<file path="src/rtl/ucie_sb_tx_serializer.sv">
// rtl/ucie_sb_tx_serializer.sv - UCIe sideband TX serializer with gated source-synchronous SBTX_CLK
//
// Purpose: takes parallel sideband packets over valid/ready and shifts them out
// LSB-first on SBTX_DATA. Each UI is two clk cycles: SBTX_CLK low (phase A),
// then high (phase B). A quiet gap of 2*GAP_UI cycles follows every packet.
//
// Ports:
//   clk        core clock, 2x the UI rate
//   reset_n    synchronous active-low reset
//   in_valid   packet offered
//   in_data    packet, bit0 transmitted first
//   in_ready   holding register empty
//   SBTX_CLK   gated sideband clock (registered)
//   SBTX_DATA  serial data (registered), stable across each SBTX_CLK rise
//   tx_busy    FSM not in IDLE (registered)
//   pkt_done   one-cycle pulse after a packet's gap completes (registered)
module ucie_sb_tx_serializer #(
  parameter int PKT_WIDTH = 64,
  parameter int GAP_UI    = 32
) (
  input  logic                 clk,
  input  logic                 reset_n,
  input  logic                 in_valid,
  input  logic [PKT_WIDTH-1:0] in_data,
  output logic                 in_ready,
  output logic                 SBTX_CLK,
  output logic                 SBTX_DATA,
  output logic                 tx_busy,
  output logic                 pkt_done
);

  localparam int BW = $clog2(PKT_WIDTH);
  localparam int GW = $clog2(2 * GAP_UI);
  localparam logic [BW-1:0] BIT_LAST = BW'(PKT_WIDTH - 1);
  localparam logic [GW-1:0] GAP_LAST = GW'(2 * GAP_UI - 1);

  typedef enum logic [1:0] {
    IDLE  = 2'd0,
    SHIFT = 2'd1,
    GAP   = 2'd2
  } state_t;

  state_t               state_q;
  logic                 phase_q;     // 0: phase A (clock low), 1: phase B (clock high)
  logic [BW-1:0]        bit_cnt_q;
  logic [GW-1:0]        gap_cnt_q;
  logic [PKT_WIDTH-1:0] shift_q;
  logic [PKT_WIDTH-1:0] pend_q;
  logic                 pend_vld_q;
  logic                 sbtx_clk_q;
  logic                 sbtx_data_q;
  logic                 busy_q;
  logic                 done_q;
  logic                 accept;

  assign accept    = in_valid && !pend_vld_q;
  assign in_ready  = !pend_vld_q;
  assign SBTX_CLK  = sbtx_clk_q;
  assign SBTX_DATA = sbtx_data_q;
  assign tx_busy   = busy_q;
  assign pkt_done  = done_q;

  // Outputs are computed from the next state at the same edge as the
  // transition, so phase A of bit0 is visible the cycle after the shifter loads.
  always_ff @(posedge clk) begin
    if (!reset_n) begin
      state_q     <= IDLE;
      phase_q     <= 1'b0;
      bit_cnt_q   <= '0;
      gap_cnt_q   <= '0;
      shift_q     <= '0;
      pend_q      <= '0;
      pend_vld_q  <= 1'b0;
      sbtx_clk_q  <= 1'b0;
      sbtx_data_q <= 1'b0;
      busy_q      <= 1'b0;
      done_q      <= 1'b0;
    end else begin
      done_q <= 1'b0;

      // A handshake only happens while pend is empty and a move only while it
      // is full, so the two never collide on the same edge.
      if (accept) begin
        pend_q     <= in_data;
        pend_vld_q <= 1'b1;
      end

      case (state_q)
        IDLE: begin
          sbtx_clk_q  <= 1'b0;
          sbtx_data_q <= 1'b0;
          if (pend_vld_q) begin
            state_q     <= SHIFT;
            phase_q     <= 1'b0;
            bit_cnt_q   <= '0;
            shift_q     <= pend_q;
            pend_vld_q  <= 1'b0;
            sbtx_data_q <= pend_q[0];
            busy_q      <= 1'b1;
          end
        end

        SHIFT: begin
          if (!phase_q) begin
            phase_q    <= 1'b1;
            sbtx_clk_q <= 1'b1;
          end else if (bit_cnt_q == BIT_LAST) begin
            state_q     <= GAP;
            gap_cnt_q   <= '0;
            phase_q     <= 1'b0;
            sbtx_clk_q  <= 1'b0;
            sbtx_data_q <= 1'b0;
          end else begin
            phase_q     <= 1'b0;
            bit_cnt_q   <= bit_cnt_q + BW'(1);
            shift_q     <= shift_q >> 1;
            sbtx_clk_q  <= 1'b0;
            sbtx_data_q <= shift_q[1];
          end
        end

        GAP: begin
          sbtx_clk_q  <= 1'b0;
          sbtx_data_q <= 1'b0;
          if (gap_cnt_q == GAP_LAST) begin
            done_q <= 1'b1;
            if (pend_vld_q) begin
              // Back-to-back: next packet starts straight out of the gap.
              state_q     <= SHIFT;
              phase_q     <= 1'b0;
              bit_cnt_q   <= '0;
              shift_q     <= pend_q;
              pend_vld_q  <= 1'b0;
              sbtx_data_q <= pend_q[0];
            end else begin
              state_q <= IDLE;
              busy_q  <= 1'b0;
            end
          end else begin
            gap_cnt_q <= gap_cnt_q + GW'(1);
          end
        end

        default: begin
          state_q     <= IDLE;
          sbtx_clk_q  <= 1'b0;
          sbtx_data_q <= 1'b0;
          busy_q      <= 1'b0;
        end
      endcase
    end
  end

endmodule

</file>
<file path="config.mk">
export PLATFORM = sky130hd
export DESIGN_NAME = ucie_sb_tx_serializer
export DESIGN_NICKNAME = d
export VERILOG_FILES = /design/src/rtl/ucie_sb_tx_serializer.sv
export SDC_FILE = /design/constraint.sdc
export NUM_CORES = 1
export LEC_CHECK = 0
export BUFFER_PORTS_ARGS = -buffer_cell sky130_fd_sc_hd__buf_2
export CAP_MARGIN = 20
export CORE_UTILIZATION = 55
export CTS_BUF_LIST = sky130_fd_sc_hd__clkbuf_4 sky130_fd_sc_hd__clkbuf_8
export CTS_CLUSTER_DIAMETER = 50
export DETAILED_ROUTE_END_ITERATION = 7
export HOLD_SLACK_MARGIN = 0.03
export PLACE_DENSITY = 0.79
export SYNTH_ARGS = -nofsm -noshare
export SYNTH_HDL_FRONTEND = slang
export SYNTH_SLANG_ARGS = --single-unit
</file>
<file path="constraint.sdc">
create_clock -name clk -period 1.92 [get_ports clk]
set_clock_uncertainty 0.1 [all_clocks]
set_input_delay 0 -clock clk [delete_from_list [all_inputs] [get_ports clk]]
set_output_delay 0 -clock clk [all_outputs]
set_load 0.05 [all_outputs]
</file>
# Word level (Yosys, flattened, before mapping)
# Cells that the tools add are included.
classes:
  n_bitwise: 1
  addsub: 2
  reduce_logical: 12
  mux: 38
  eq_ne: 11
ops:
  columns: ["cell", "count"]
  rows:
  - ["two-way mux 64 bit", 4]
  - ["one-hot mux 64 bit (3 select lines)", 1]
  - ["two-way mux 6 bit", 7]
  - ["one-hot mux 6 bit (3 select lines)", 1]
  - ["AND reduction 4 bit", 4]
  - ["two-way mux 1 bit", 15]
  - ["inequality test 2 bit (second input constant)", 7]
  - ["adder 6 x 1 -> 6 bit (second input constant)", 2]
  - ["== test 6 bit (second input constant)", 2]
  - ["one-hot mux 6 bit (2 select lines)", 1]
  - ["one-hot mux 1 bit (3 select lines)", 3]
  - ["two-way mux 2 bit", 4]
  - ["one-hot mux 2 bit (3 select lines)", 1]
  - ["AND reduction 2 bit", 3]
  - ["nonzero test 3 bit", 1]
  - ["== test 2 x 1 -> 1 bit (second input constant)", 1]
  - ["== test 2 bit (second input constant)", 1]
  - ["zero test 2 bit", 1]
  - ["one-hot mux 1 bit (2 select lines)", 1]
  - ["nonzero test 2 bit", 1]
  - ["logical AND 1 bit", 1]
  - ["zero test 1 bit", 1]
  - ["inverter 1 bit", 1]
totals:
  regBits: 148
  out_inout_bits: 5
  in_bits: 67

# Logic depth before layout (Yosys ltp)
# Gate-level depths: netlist of the first run.
depth:
  ltp_word: 6
  depth_mapped: 7
  mapped_depth_nobuf: 5

# Least setup slack after synthesis of the first run
# No wires, ideal clock.
synth_timing:
  kind: "register to register"
  from: "reg bit_cnt_q[0]"
  to: "reg bit_cnt_q[2]"
  stages_incl_launch_ff: 7
  period_less_slack_ns: 1.875
  required_ns: 1.698
  slack_ns: 0.045
  t_arrival_ns: 1.653
  setup_ns: 0.122
  cell_sequence: "dfxtp_1 ha_1 and4_1 a311oi_2 buf_4 nor2_2 o311a_1"
synth_between:
  elab_chain_cells: 4
synth_rtl:
  columns: ["item", "line", "text"]
  rows:
  - ["start, declared", "45", "logic [BW-1:0] bit_cnt_q;"]
  - ["start signal, assigned", "115", "bit_cnt_q <= bit_cnt_q + BW'(1);"]
  - ["adder 6 x 1 -> 6 bit", "115", null]
  - ["two-way mux 6 bit", "107", "end else if (bit_cnt_q == BIT_LAST) begin"]
  - ["two-way mux 6 bit", "104", "if (!phase_q) begin"]
  - ["one-hot mux 6 bit (3 select lines)", "88", "case (state_q)"]
# Several ways; a longest one is shown, not always the timed one. The select of a mux whose other input is x is not followed.
# A chain may end at the register's enable or synchronous reset.

# Final worst setup path of the first run
layout_timing:
  from: "reg bit_cnt_q[0]"
  to: "reg shift_q[11]"
layout_between:
  elab_chain_cells: 3
layout_rtl:
  columns: ["item", "line", "text"]
  rows:
  - ["== test 6 bit", "107", null]
  - ["inequality test 2 bit (no line)", null, null]
  - ["AND reduction 4 bit (no line)", null, null]
  - ["end signal, assigned", "96", "shift_q <= pend_q;"]
  - ["end signal, assigned", "116", "shift_q <= shift_q >> 1;"]
  - ["end signal, assigned", "132", "shift_q <= pend_q;"]
  - ["end, declared", "47", "logic [PKT_WIDTH-1:0] shift_q;"]
# No other way between the ends.

==> reports/results.ini, run 1 <==
[status]
status=finished clean

[clock_tree]
clk_latency_ns=0.45
clk_pin_slew_ns=0.08
numCtsBuffers=17
clock_sinks=147
cts_tree=done
root_buffer=clkbuf_8
cts_buffer_depth=2
htreeDepth=4

[worst_setup_path]
critPathBufInv=2
required_ns=2.17
crit_type=reg2reg
slowest_delay_ns=0.34
cp.arrival_ns=2.15
cp_max_fo=16
end_kind=flop
crit_path_top_delay_cell=dfxtp_2
crit_family=compound AO/OA/AOI/OAI gates
crit_chain=ha_4 -> and4_4 -> a311oi_4 -> buf_4 -> buf_12 -> nor3_1 -> a311oi_2
start_kind=flop

[detailed_routing]
via_per_inst=5.69
drt-pass1-iter-count=5
vias=5867
drc=0
drt_iter0_drc=402
final_antenna_net_count=0
drt-total-wl_mm=15.8
routedWlPerCell_um=15.3

[floorplan]
num_io_pins=72
design.core.area_um2=11100
dieArea_um2=12000
die_x_um=110
placementRows=38
initial_core_util_pct=57.5
die_h_um=110

[pwr]
p_leak_nw=2.98
ir_drop_mv=0.619
powerDensity_nw_per_um2=888

[run]
cap_violations=0

[placement]
portBuffers=71
gp_congestion=0.824
pre_cts_slack_ns=-0.0580
dp_hpwl_mm=9.28

[synthesis]
synthesis.nets=818
yosys_warnings=0
synthesis.area_um2=6370
seq_area_frac_synth_pct=46.2
synthCells=749
ys_types=43
avgSynthCellArea_um2=8.51
synth_seq_cells=147

[timing]
worst_pin_slew_ns=0.394
whs_ns=0.227
drv_slew=0
finalSetupViolCount=0
fmax_ghz=0.528
setup_slack_ns=0.0253
fin_crit_ns=1.89
timing.final.crit_share_pct=98.7
grt_setup_unrepaired=yes
hold_viol=0
slew_headroom_pct=73.8

[global_route]
grt_max_degree=57
grt_pass1_vias=5647
grt_first_pass_wirelength_mm=25.9
grt-ovfl-total=0
grt_usage_pct=27.8
antenna_found_initial=0

[cells_and_area]
nNetsFinal=948
antenna_cells=0
syn_to_final_growth_pct=28.7
drive_above_1_share_pct=25.3

[min_path]
hold_path_class=in2reg

-- final cells by class --
class	count	area, um^2
Fill cell	769	2880
Timing Repair Buffer	178	1480
Sequential cell	147	2950
Clock buffer	23	304
Multi-Input combinational cell	532	3150
Clock inverter	8	125
Inverter	3	13.8
Tap cell	140	175
-- synth_stat cells --
| cell type | instances | area [um^2] |
|---|---|---|
| a31oi_1 | 1 | 6.26 |
| a31o_2 | 3 | 26.3 |
| buf_1 | 2 | 7.51 |
| a311oi_1 | 2 | 17.5 |
| nor3_1 | 66 | 330 |
| o31ai_1 | 1 | 7.51 |
| dfxtp_1 | 147 | 2940 |
| inv_1 | 2 | 7.51 |
| buf_2 | 13 | 65.1 |
| mux2i_1 | 3 | 30.0 |
| and2_1 | 2 | 12.5 |
| clkbuf_1 | 39 | 146 |
| nand4_1 | 5 | 31.3 |
| nand2_1 | 263 | 987 |
| a21oi_1 | 71 | 355 |
| buf_6 | 6 | 67.6 |
| a211oi_1 | 1 | 7.51 |
| o21ai_0 | 3 | 15.0 |
| nand3_1 | 9 | 45.0 |
| nor2_2 | 1 | 6.26 |
| nor2_1 | 9 | 33.8 |
| nor3b_1 | 2 | 15.0 |
| xor2_1 | 3 | 26.3 |
| and4_1 | 1 | 8.76 |
| a311oi_2 | 61 | 916 |
| a32o_1 | 1 | 10.0 |
| o311a_1 | 1 | 10.0 |
| a21o_1 | 1 | 7.51 |
| buf_4 | 7 | 52.6 |
| inv_2 | 1 | 3.75 |
| o21bai_1 | 1 | 7.51 |
| o2bb2ai_1 | 1 | 8.76 |
| nand2b_4 | 1 | 13.8 |
| or2_1 | 1 | 6.26 |
| nor2b_1 | 4 | 25.0 |
| o41ai_1 | 3 | 26.3 |
| ha_1 | 2 | 25.0 |
| o21a_1 | 1 | 7.51 |
| and3_1 | 2 | 12.5 |
| o211ai_1 | 2 | 15.0 |
| nand2b_1 | 1 | 6.26 |
| or3_1 | 2 | 12.5 |
| o2111ai_1 | 1 | 8.76 |
-- what timing repair did --
action,4_1_cts,5_1_grt
gates cloned,1,1
setup endpoints to repair,63,64
resized for setup,14,4
pin swaps,3,2
buffers inserted,3,1
endpoints found under the hold margin,81,0
hold buffers,67,0
-- state kept, by name, indices dropped and copies added, names as in the netlist --
name and flops:
bit_cnt_q 6, tx_busy 1, pend_q 64, SBTX_CLK 1, shift_q 63, pend_vld_q 1
gap_cnt_q 6, pkt_done 1, phase_q 1, SBTX_DATA 1, state_q 2
-- path summary, 6_finish.rpt --
kind | slack [ns] | depth (start not counted) | startpoint | end
worst min-delay path | 0.23 | 4 | in_data[30] | pend_q[30]$_SDFFE_PN0P_
worst max-delay path | 0.03 | 7 | bit_cnt_q[0]$_SDFFE_PN0P_ | shift_q[11]$_SDFFE_PN0P_
worst max register to register | 0.03 | 7 | bit_cnt_q[0]$_SDFFE_PN0P_ | shift_q[11]$_SDFFE_PN0P_
worst min register to register | 0.36 | 2 | pend_q[40]$_SDFFE_PN0P_ | pend_q[40]$_SDFFE_PN0P_
-- power by group --
part	switching, mW	internal [mW]	total [mW]
clock	1.13	1.45	2.57
sequential	0.141	3.29	3.43
combinational	0.702	0.581	1.28
total	1.97	5.32	7.29
-- kinds of logic (layout without fill, tap and decap cells) --
kind of cell / after synthesis / in the layout / synth area share [%]
and+or+nand+nor: 369 / 369 / 24.3
DFF: 147 / 147 / 46.2
muxes: 3 / 3 / 0.471
buffers and inverters: 70 / 212 / 5.50
xor gates and xnor gates: 3 / 3 / 0.412
AOI/OAI and AO/OA: 155 / 155 / 22.8
adders and majority gates: 2 / 2 / 0.393
-- per-stage QoR --
stage               power (mW)  utilization [%]  TNS [ns]  cell area [um^2]  std cells
floorplan                 4.29                -         0              6370        749
global placement          4.53             62.8         0              6960        927
detailed placement        4.59             62.8     -1.57              6960        927
CTS                       7.28             73.5         0              8150       1029
global route              7.59             74.0    -0.312              8200       1031
finish                    7.29             74.0         0              8200       1031
-- layout by cell type (no fill, tap or decap), drive strengths merged, types with 3 or more instances in the layout --
| cell type | Yosys | layout |
|---|---|---|
| dlygate4sd3 | 0 | 67 |
| xor2 | 3 | 3 |
| dfxtp | 147 | 147 |
| nand4 | 5 | 5 |
| a21oi | 71 | 71 |
| clkinv | 0 | 4 |
| mux2i | 3 | 3 |
| nor2b | 4 | 4 |
| a31o | 3 | 3 |
| nor3 | 66 | 66 |
| buf | 28 | 110 |
| clkbuf | 39 | 24 |
| a311oi | 63 | 63 |
| nor2 | 10 | 10 |
| o21ai | 3 | 3 |
| nand2 | 263 | 263 |
| nand3 | 9 | 9 |
| o41ai | 3 | 3 |
| bufinv | 0 | 3 |
| inv | 3 | 3 |
-- metal layers --
metal / routed length (um) / share of wire [%] / global-route usage, %
met3: 719 / 4.6 / 7.41
met1: 6910 / 44 / 33.7
met2: 7850 / 50 / 47.1
met5: 0 / 0 / 0
met4: 317 / 2.0 / 10.9
-- worst register-to-register path: cells and delay by family, from the launching register on --
family / cells / cell delay (ns)
buf+inv: 2 / 0.36
fa+ha+maj: 1 / 0.15
simple gates: 2 / 0.25
flops: 1 / 0.34
compound gates: 2 / 0.60
(Power assumes the default switching activity.)
==> run 2: changes to the inputs <==
--- a/config.mk
+++ b/config.mk
@@ -7,12 +7,12 @@
 export LEC_CHECK = 0
 export BUFFER_PORTS_ARGS = -buffer_cell sky130_fd_sc_hd__buf_2
 export CAP_MARGIN = 20
-export CORE_UTILIZATION = 55
+export CORE_UTILIZATION = 51
 export CTS_BUF_LIST = sky130_fd_sc_hd__clkbuf_4 sky130_fd_sc_hd__clkbuf_8
 export CTS_CLUSTER_DIAMETER = 50
 export DETAILED_ROUTE_END_ITERATION = 7
 export HOLD_SLACK_MARGIN = 0.03
-export PLACE_DENSITY = 0.79
+export PLACE_DENSITY = 0.74
 export SYNTH_ARGS = -nofsm -noshare
 export SYNTH_HDL_FRONTEND = slang
 export SYNTH_SLANG_ARGS = --single-unit
==> reports/results.ini, run 2 (synthesis results as in run 1) <==
[status]
status=finished, violations left
violations=setup timing

[global_route]
grt_usage_pct=25.0
grt_pass1_vias=5725
grt_first_pass_wirelength_mm=25.8
antenna_found_initial=0
grt-ovfl-total=0
grt_max_degree=70

[timing]
finalSetupViolCount=1
worst_pin_slew_ns=0.405
setup_slack_ns=-0.0278
grt_setup_unrepaired=yes
fmax_ghz=0.513
drv_slew=0
timing.final.crit_share_pct=101
hold_viol=0
slew_headroom_pct=72.8
fin_crit_ns=1.95

[detailed_routing]
routedWlPerCell_um=14.4
drt-met1-wl_mm=6.68
highest_layer=met4
drt-pass1-iter-count=4
final_antenna_net_count=0
wl_met3_um=602
wl_met2_mm=7.85
vias=5769
drt_iter0_drc=334
drt-total-wl_mm=15.4
via_per_inst=5.40
drc=0

[cells_and_area]
nNetsFinal=957
largest_register_ffs=64
final_cells=1069
largestRegisters=pend_q: 64 flops, shift_q: 63 flops
antenna_cells=0
max_flop_register=pend_q
final_area_um2=8260
layout_commonest_cell=nand2_1
syn_to_final_growth_pct=29.6
final_cell_mix=nand2_1, dfxtp_1, dlygate4sd3_1
drive_above_1_share_pct=24.9

[floorplan]
placementRows=40
num_io_pins=72
dieArea_um2=12900
initial_core_util_pct=52.6
die_x_um=114
die_h_um=114
design.core.area_um2=12100

[run]
cap_violations=0

[worst_setup_path]
required_ns=2.18
start_kind=flop
crit_type=reg2reg
cp_max_fo=20
end_kind=flop
cp.arrival_ns=2.20

[placement]
gp_congestion=0.776
place_area_um2=7020
portBuffers=71
dp_cells=958
dp_hpwl_mm=9.20

[clock_tree]
cts_tree=done
clk_latency_ns=0.45
root_buffer=clkbuf_8
htreeDepth=4
cts_buffer_depth=2
clk_pin_slew_ns=0.08
clock_sinks=147
numCtsBuffers=17

[pwr]
ir_drop_mv=0.720
powerDensity_nw_per_um2=846
p_leak_nw=3.03

[min_path]
hold_path_class=in2reg

==> run 2: cell types whose count changed in the layout (fill, tap and decap cells not counted), moves of 2 or more <==
cell | before | now
dlygate4sd3_1 | 67 | 75
bufinv_16 | 3 | 1
a311oi_1 | 0 | 2
buf_6 | 2 | 7
buf_4 | 27 | 24
clkinv_2 | 2 | 5
buf_8 | 0 | 2
a311oi_2 | 62 | 60
==> run 2: layout make-up <==
class,count,area [um^2]
multi-input cells,532,3150
clock buffers,23,304
clock inverters,9,78.8
repair buffers,187,1560
well taps,168,210
flip-flops and latches,147,2950
inverters,3,13.8
fillers,989,3850
==> run 2: power by group <==
group / switching, mW / internal, mW / total [mW]
clock: 1.12 / 1.18 / 2.30
combinational: 0.683 / 0.579 / 1.26
sequential: 0.138 / 3.29 / 3.43
==> run 2: worst max-delay path, stage by stage (launching register included) <==
cell and delay, ns:
dfxtp_4 0.37, ha_4 0.14, and4_4 0.24, a311oi_4 0.09
buf_6 0.16, or2_4 0.30, buf_12 0.17, a311oi_2 0.26
==> run 2: final timing paths <==
| kind | slack, ns | cells after the start | startpoint | end |
|---|---|---|---|---|
| max | -0.03 | 7 | bit_cnt_q[0]$_SDFFE_PN0P_ | shift_q[54]$_SDFFE_PN0P_ |
| min | 0.22 | 4 | in_data[49] | pend_q[49]$_SDFFE_PN0P_ |
| max reg2reg | -0.03 | 7 | bit_cnt_q[0]$_SDFFE_PN0P_ | shift_q[54]$_SDFFE_PN0P_ |
| min reg2reg | 0.35 | 2 | pend_q[0]$_SDFFE_PN0P_ | pend_q[0]$_SDFFE_PN0P_ |
==> run 2: timing repair <==
action | 4_1_cts | 5_1_grt
pin swaps | 5 | 1
hold buffers | 75 | 0
setup buffers | 2 | 2
setup endpoints to repair | 65 | 62
endpoints found under the hold margin | 84 | 0
resized for setup | 14 | 9
==> run 2: metrics by stage <==
stage	hold slack [ns]	util (%)	setup slack (ns)	TNS, ns	power [mW]
5_1_grt	0.221	68.2	-0.0427	-0.368	7.33
6_report	0.224	68.2	-0.0278	-0.0278	6.99
3_3_place_gp	0.140	58.0	0.0264	0	4.54
3_5_place_dp	0.146	58.0	-0.0707	-1.61	4.60
2_1_floorplan	0.0360	-	0.0455	0	4.29
4_1_cts	0.192	67.8	0.00826	0	7.03
==> run 2: routing by layer <==
metal,vias to the layer above,track usage (%)
li1,2888,-
met1,2738,29.4
met2,122,44.6
met3,21,5.53
met4,0,9.35
met5,-,0
